### config.mk
export PLATFORM = sky130hd
export DESIGN_NAME = param_nr_divider
export DESIGN_NICKNAME = d
export VERILOG_FILES = /design/src/rtl/param_nr_divider_pkg.sv /design/src/rtl/nr_addsub_step.sv /design/src/rtl/param_nr_divider.sv
export SDC_FILE = /design/constraint.sdc
export NUM_CORES = 1
export LEC_CHECK = 0
export ABC_AREA = 1
export CORE_MARGIN = 4
export CORE_UTILIZATION = 30
export CTS_CLUSTER_DIAMETER = 150
export DETAILED_ROUTE_END_ITERATION = 12
export HOLD_SLACK_MARGIN = 0.05
export SKIP_LAST_GASP = 1
export SYNTH_ARGS = -nofsm -noshare
export SYNTH_HDL_FRONTEND = slang
export SYNTH_SLANG_ARGS = --single-unit
### constraint.sdc
create_clock -name clk -period 7 [get_ports clk]
set_input_delay 1.4 -clock clk [delete_from_list [all_inputs] [get_ports clk]]
set_output_delay 1.4 -clock clk [all_outputs]
set_load 0.005 [all_outputs]
### src/rtl/param_nr_divider_pkg.sv
// Shared definitions for the parameterised non-restoring divider.
// Holds the controller state encoding and the default operand width.
package param_nr_divider_pkg;

  localparam int DEFAULT_W = 32;

  typedef enum logic [1:0] {
    IDLE = 2'd0,
    ITER = 2'd1,
    FIX  = 2'd2
  } state_t;

endpackage

### src/rtl/nr_addsub_step.sv
// One non-restoring iteration: shift in the next dividend bit, then add or
// subtract the divisor depending on the sign of the incoming partial remainder.
module nr_addsub_step #(
  parameter int W = 32
) (
  input  logic [W+1:0] r,
  input  logic [W-1:0] d,
  input  logic         bit_in,
  output logic [W+1:0] r_next,
  output logic         q_bit,
  output logic         is_add
);

  logic [W+1:0] r_shift;
  logic [W+1:0] d_ext;

  // Two's-complement arithmetic in W+2 bits keeps |R| < 2D without overflow.
  assign r_shift = {r[W:0], bit_in};
  assign d_ext   = {2'b00, d};
  assign is_add  = r[W+1];
  assign r_next  = is_add ? (r_shift + d_ext) : (r_shift - d_ext);
  assign q_bit   = ~r_next[W+1];

endmodule

### src/rtl/param_nr_divider.sv
// Multi-cycle unsigned non-restoring divider with run-time operand lengths,
// divide-by-zero and length-error short paths, and add/subtract counters.
module param_nr_divider
  import param_nr_divider_pkg::*;
#(
  parameter int W  = DEFAULT_W,
  parameter int LW = $clog2(W) + 1,
  parameter int CW = $clog2(W + 2)
) (
  input  logic          clk,
  input  logic          rst_n,
  input  logic          ready,
  input  logic [W-1:0]  dividend,
  input  logic [W-1:0]  divisor,
  input  logic [LW-1:0] m,
  input  logic [LW-1:0] n,
  output logic          done,
  output logic          out_valid,
  output logic [W-1:0]  q,
  output logic [W-1:0]  rem,
  output logic [CW-1:0] num_add,
  output logic [CW-1:0] num_sub,
  output logic          div_by_zero,
  output logic          len_err
);

  function automatic logic [W-1:0] len_mask(input logic [LW-1:0] len);
    if (len >= LW'(W)) return {W{1'b1}};
    return (W'(1) << len) - W'(1);
  endfunction

  state_t        state_reg;
  logic [W-1:0]  dd_reg;
  logic [W-1:0]  d_reg;
  logic [W+1:0]  r_reg;
  logic [W-1:0]  qacc_reg;
  logic [LW-1:0] cnt_reg;
  logic [CW-1:0] add_cnt_reg;
  logic [CW-1:0] sub_cnt_reg;
  logic          dz_reg;
  logic          le_reg;

  logic          len_bad;
  logic [W-1:0]  dividend_m;
  logic [W-1:0]  divisor_m;
  logic [W+1:0]  r_next;
  logic          q_bit;
  logic          is_add;
  logic          fix_needed;
  logic [W+1:0]  r_final;

  assign len_bad    = (m == '0) || (m > LW'(W)) || (n == '0) || (n > LW'(W));
  assign dividend_m = dividend & len_mask(m);
  assign divisor_m  = divisor & len_mask(n);
  assign fix_needed = r_reg[W+1];
  assign r_final    = fix_needed ? (r_reg + {2'b00, d_reg}) : r_reg;

  nr_addsub_step #(.W(W)) u_step (
    .r      (r_reg),
    .d      (d_reg),
    .bit_in (dd_reg[W-1]),
    .r_next (r_next),
    .q_bit  (q_bit),
    .is_add (is_add)
  );

  always_ff @(posedge clk or negedge rst_n) begin
    if (!rst_n) begin
      state_reg   <= IDLE;
      dd_reg      <= '0;
      d_reg       <= '0;
      r_reg       <= '0;
      qacc_reg    <= '0;
      cnt_reg     <= '0;
      add_cnt_reg <= '0;
      sub_cnt_reg <= '0;
      dz_reg      <= 1'b0;
      le_reg      <= 1'b0;
      done        <= 1'b1;
      out_valid   <= 1'b0;
      q           <= '0;
      rem         <= '0;
      num_add     <= '0;
      num_sub     <= '0;
      div_by_zero <= 1'b0;
      len_err     <= 1'b0;
    end else begin
      out_valid <= 1'b0;
      case (state_reg)
        IDLE: begin
          if (ready) begin
            done        <= 1'b0;
            add_cnt_reg <= '0;
            sub_cnt_reg <= '0;
            cnt_reg     <= m;
            // Left-justify so the next bit to consume is always the MSB.
            dd_reg      <= dividend_m << (LW'(W) - m);
            d_reg       <= divisor_m;
            if (len_bad) begin
              le_reg    <= 1'b1;
              dz_reg    <= 1'b0;
              qacc_reg  <= '0;
              r_reg     <= '0;
              state_reg <= FIX;
            end else if (divisor_m == '0) begin
              // Short path: FIX publishes these with no correction since r >= 0.
              le_reg    <= 1'b0;
              dz_reg    <= 1'b1;
              qacc_reg  <= len_mask(m);
              r_reg     <= {2'b00, dividend_m};
              state_reg <= FIX;
            end else begin
              le_reg    <= 1'b0;
              dz_reg    <= 1'b0;
              qacc_reg  <= '0;
              r_reg     <= '0;
              state_reg <= ITER;
            end
          end
        end
        ITER: begin
          r_reg    <= r_next;
          qacc_reg <= {qacc_reg[W-2:0], q_bit};
          dd_reg   <= dd_reg << 1;
          cnt_reg  <= cnt_reg - LW'(1);
          if (is_add) add_cnt_reg <= add_cnt_reg + CW'(1);
          else        sub_cnt_reg <= sub_cnt_reg + CW'(1);
          if (cnt_reg == LW'(1)) state_reg <= FIX;
        end
        FIX: begin
          q           <= qacc_reg;
          rem         <= r_final[W-1:0];
          num_add     <= add_cnt_reg + {{(CW-1){1'b0}}, fix_needed};
          num_sub     <= sub_cnt_reg;
          div_by_zero <= dz_reg;
          len_err     <= le_reg;
          out_valid   <= 1'b1;
          done        <= 1'b1;
          state_reg   <= IDLE;
        end
        default: begin
          done      <= 1'b1;
          state_reg <= IDLE;
        end
      endcase
    end
  end

endmodule

==> flow_metrics.tcl <==
set metrics [dict create \
    min_path_cells 2 \
    p_int_mw 4.83 \
    area.sequential_um2 5810 \
    cts-buffers-inserted 29 \
    leakagePower_nw 11.4 \
    start_util_pct 30.3 \
    multi_input_area_um2 11400 \
    io_buffers 158 \
    cts_setup_buffers 0 \
    path_max_fanout 36 \
    seq_power_share_pct 23.1 \
    placedCellCount 3847 \
    die_area_um2 66400 \
    use_met3_pct 1.90 \
    reg2reg_slack_ns 2.43 \
    clk_latency_ns 0.58 \
    drv_slew 0 \
    holdPathEnd "q[10]" \
    grt_pass1_wl_mm 108 \
    synth_top_area_share_pct 30.9 \
    grt_pass1_vias 18500 \
    drt-initial-drc-count 1907 \
    yosysSeqAreaShare_pct 31.0 \
    fin_crit_ns 5.78 \
    worstReg2RegStart "d_reg[1]" \
    syn_area_um2 18700 \
    synth_cell_type_count 49 \
    reg2regPathDepth 28 \
    grtUsageMet1_pct 28.5 \
    diodes 0 \
    wl_mm 69.1 \
    tns_ns 0 \
    async_flop_share_pct 100 \
    viasPerCell 5.04 \
    arrival_ns 6.30 \
    critPathRequiredTime_ns 7.51 \
    yosysTopAreaCell "dfrtp_1" \
    setup-violations-final 0 \
    cp-end-kind "flop" \
    grt_usage_pct 20.1 \
    htreeDepth 1 \
    p_sw_mw 4.78 \
    hold_path.class "flop to flop" \
    num-nets-final 3201 \
    nFillCells 6814 \
    cp-start-kind "input pin" \
    ant_nets 0 \
    post_route_cells_drive_above_1_share_pct 3.79 \
    netlist_instances 2945 \
    grt_util_met2_pct 32.5 \
    dr.pass1.iters 6 \
    worst_pin_slew_ns 1.07 \
    slew_headroom_pct 28.8 \
    ir_drop_mv 0.229 \
    hp-start "q[10]" \
    syn_nets 3105 \
    swShare_pct 49.8 \
    synth.area.top_cells "dfrtp_1 (31%), nand2_1 (18%), nand3_1 (7.5%)" \
    clkPwrFrac_pct 17.3 \
    cts_tree "done" \
    cts_buffer_depth 3 \
    vias 19700 \
    grt_remaining_overflow 0 \
    ys_warn_count 0 \
    cts.clk_slew.worst_paths_ns 0.06 \
    cellPowerDensity_nw_per_um2 435 \
    grt_max_degree 116 \
    finalCritPeriodShare_pct 82.6 \
    worstSetupPathType "input pin to flop" \
    antenna_found_initial 0 \
    die_y_um 258 \
    fp-row-count 91 \
    max_cap_violations 0 \
    gr-max-usage-layer "met2" \
    largest_reg_flops 34 \
    stdcell_count 3901 \
    drt_drc_violations_left 0 \
    wl_per_cell_um 17.7 \
    area_growth_pct 18.0 \
    synth_edf_count 0 \
    hold_viol_final 0 \
    postCtsHoldBufs 0 \
    core_um2 61700 \
    cts_root_buf "clkbuf_16" \
    die_width_um 258 \
    grt_setup_unrepaired "no" \
    fin_skew_ns 0.0142 \
    cts_sinks 232 \
    synth-seq-cells 232 \
    max_freq_ghz 0.173 \
    syn_avg_cell_area_um2 6.35 \
    cts_resized 0 \
    reg2reg_to "qacc_reg[0]" \
    place.gp.congestion 0.948 \
    synth-main-ff-cell "dfrtp_1" \
    pwr-share-comb_pct 59.6 \
    dpl.hpwl_mm 53.0 \
    io_pins 159 \
    status "complete, no violations" \
]
cells in the mapped netlist (all sizes together), types with 6 or more instances:
master	number
and2	8
xnor2	10
clkbuf	82
nand4	47
nand2	921
a22oi	63
nor4	6
o21ai	193
nor3	19
xor2	55
buf	31
a31oi	13
ha	79
a21oi	156
or2	16
o211ai	15
nand3	283
nor2	387
inv	279
dfrtp	231
o21bai	12
kinds of logic after synthesis:
group	after synthesis	share of synthesized area (%)
buffers and inverters	396	8.23
adder cells (fa/ha/maj)	81	5.50
AND/OR/NAND/NOR	1692	37.6
flip-flops	232	31.0
XOR/XNOR	65	3.04
AO/OA/AOI/OAI	479	14.6
routing by layer:
metal | wire length, um | up-vias
met1 | 32300 | 9136
li1 | - | 9861
met3 | 3320 | 95
met5 | 0 | -
met2 | 31400 | 565
met4 | 2060 | 0
power groups by stage:
stage	logic [mW]	clock network [mW]	registers, mW
4_1_cts	5.70	1.71	2.22
3_3_place_gp	5.65	0	2.24
3_5_place_dp	5.67	0	2.24
6_report	5.73	1.66	2.22
5_1_grt	6.49	1.76	2.27
2_1_floorplan	4.14	0	2.06
worst max-delay path: stages:
cell,delay [ns]
clkdlybuf4s50_1,0.94
inv_2,0.30
nand3_1,0.19
nor2_1,0.08
inv_1,0.28
ha_1,0.22
nand2_1,0.13
nor2_1,0.13
nand2_1,0.13
nor2_4,0.19
nand3_1,0.10
nand3_1,0.15
nand2_1,0.07
nor2_1,0.09
nand2_1,0.09
nor2_4,0.30
nand4_4,0.10
buf_4,0.30
nor2_4,0.64
nand2_1,0.28
nand2_1,0.12
stage by stage:
step | power (mW) | hold slack [ns] | utilization, % | cell area (um^2) | worst slack (ns)
2_1_floorplan | 6.19 | 0.449 | - | 18700 | 2.55
4_1_cts | 9.63 | 0.475 | 35.8 | 22100 | 1.30
5_1_grt | 10.5 | 0.496 | 35.8 | 22100 | 0.922
3_3_place_gp | 7.88 | 0.453 | 34.1 | 21000 | 0.605
6_report | 9.61 | 0.468 | 35.8 | 22100 | 1.22
3_5_place_dp | 7.90 | 0.458 | 34.1 | 21000 | 0.679
worst max path at each step:
stage | startpoint | endpoint | slack, ns
6_report | n[3] | qacc_reg[7] | 1.22
5_1_grt | n[5] | qacc_reg[9] | 0.92
4_1_cts | n[5] | qacc_reg[7] | 1.30
3_5_place_dp | n[5] | qacc_reg[7] | 0.68
3_3_place_gp | n[5] | qacc_reg[7] | 0.60
2_1_floorplan | m[0] | dd_reg[31] | 2.55
final cells by class:
cell class              instances  share of cell area, %
clock buffers                  37                   3.51
clock inverters                17                   1.17
inverters                     283                   4.82
multi-input cells            2317                   51.6
flip-flops and latches        232                   26.3
well taps                     837                   4.74
repair buffers                178                   7.87
cells in the final DEF, fill, tap and decap left out, drive strengths merged, types with 5 or more instances in the layout:
cell           synthesis  final
nor3                  19     19
or2                   16     16
and2                   8      8
nand2                921    921
ha                    79     79
a22oi                 63     63
dfrtp                231    231
bufinv                 0      6
xor2                  55     55
nor2                 387    387
xnor2                 10     10
nand4                 47     47
o211ai                15     15
clkdlybuf4s50          0    157
a221oi                 5      5
clkinv                 4     10
buf                   31     21
clkbuf                82     37
o21ai                193    193
a31oi                 13     13
nand3                283    283
o21bai                12     12
inv                  279    282
nor4                   6      6
a21oi                156    156
No activity file was read; power rests on OpenSTA's default activity.
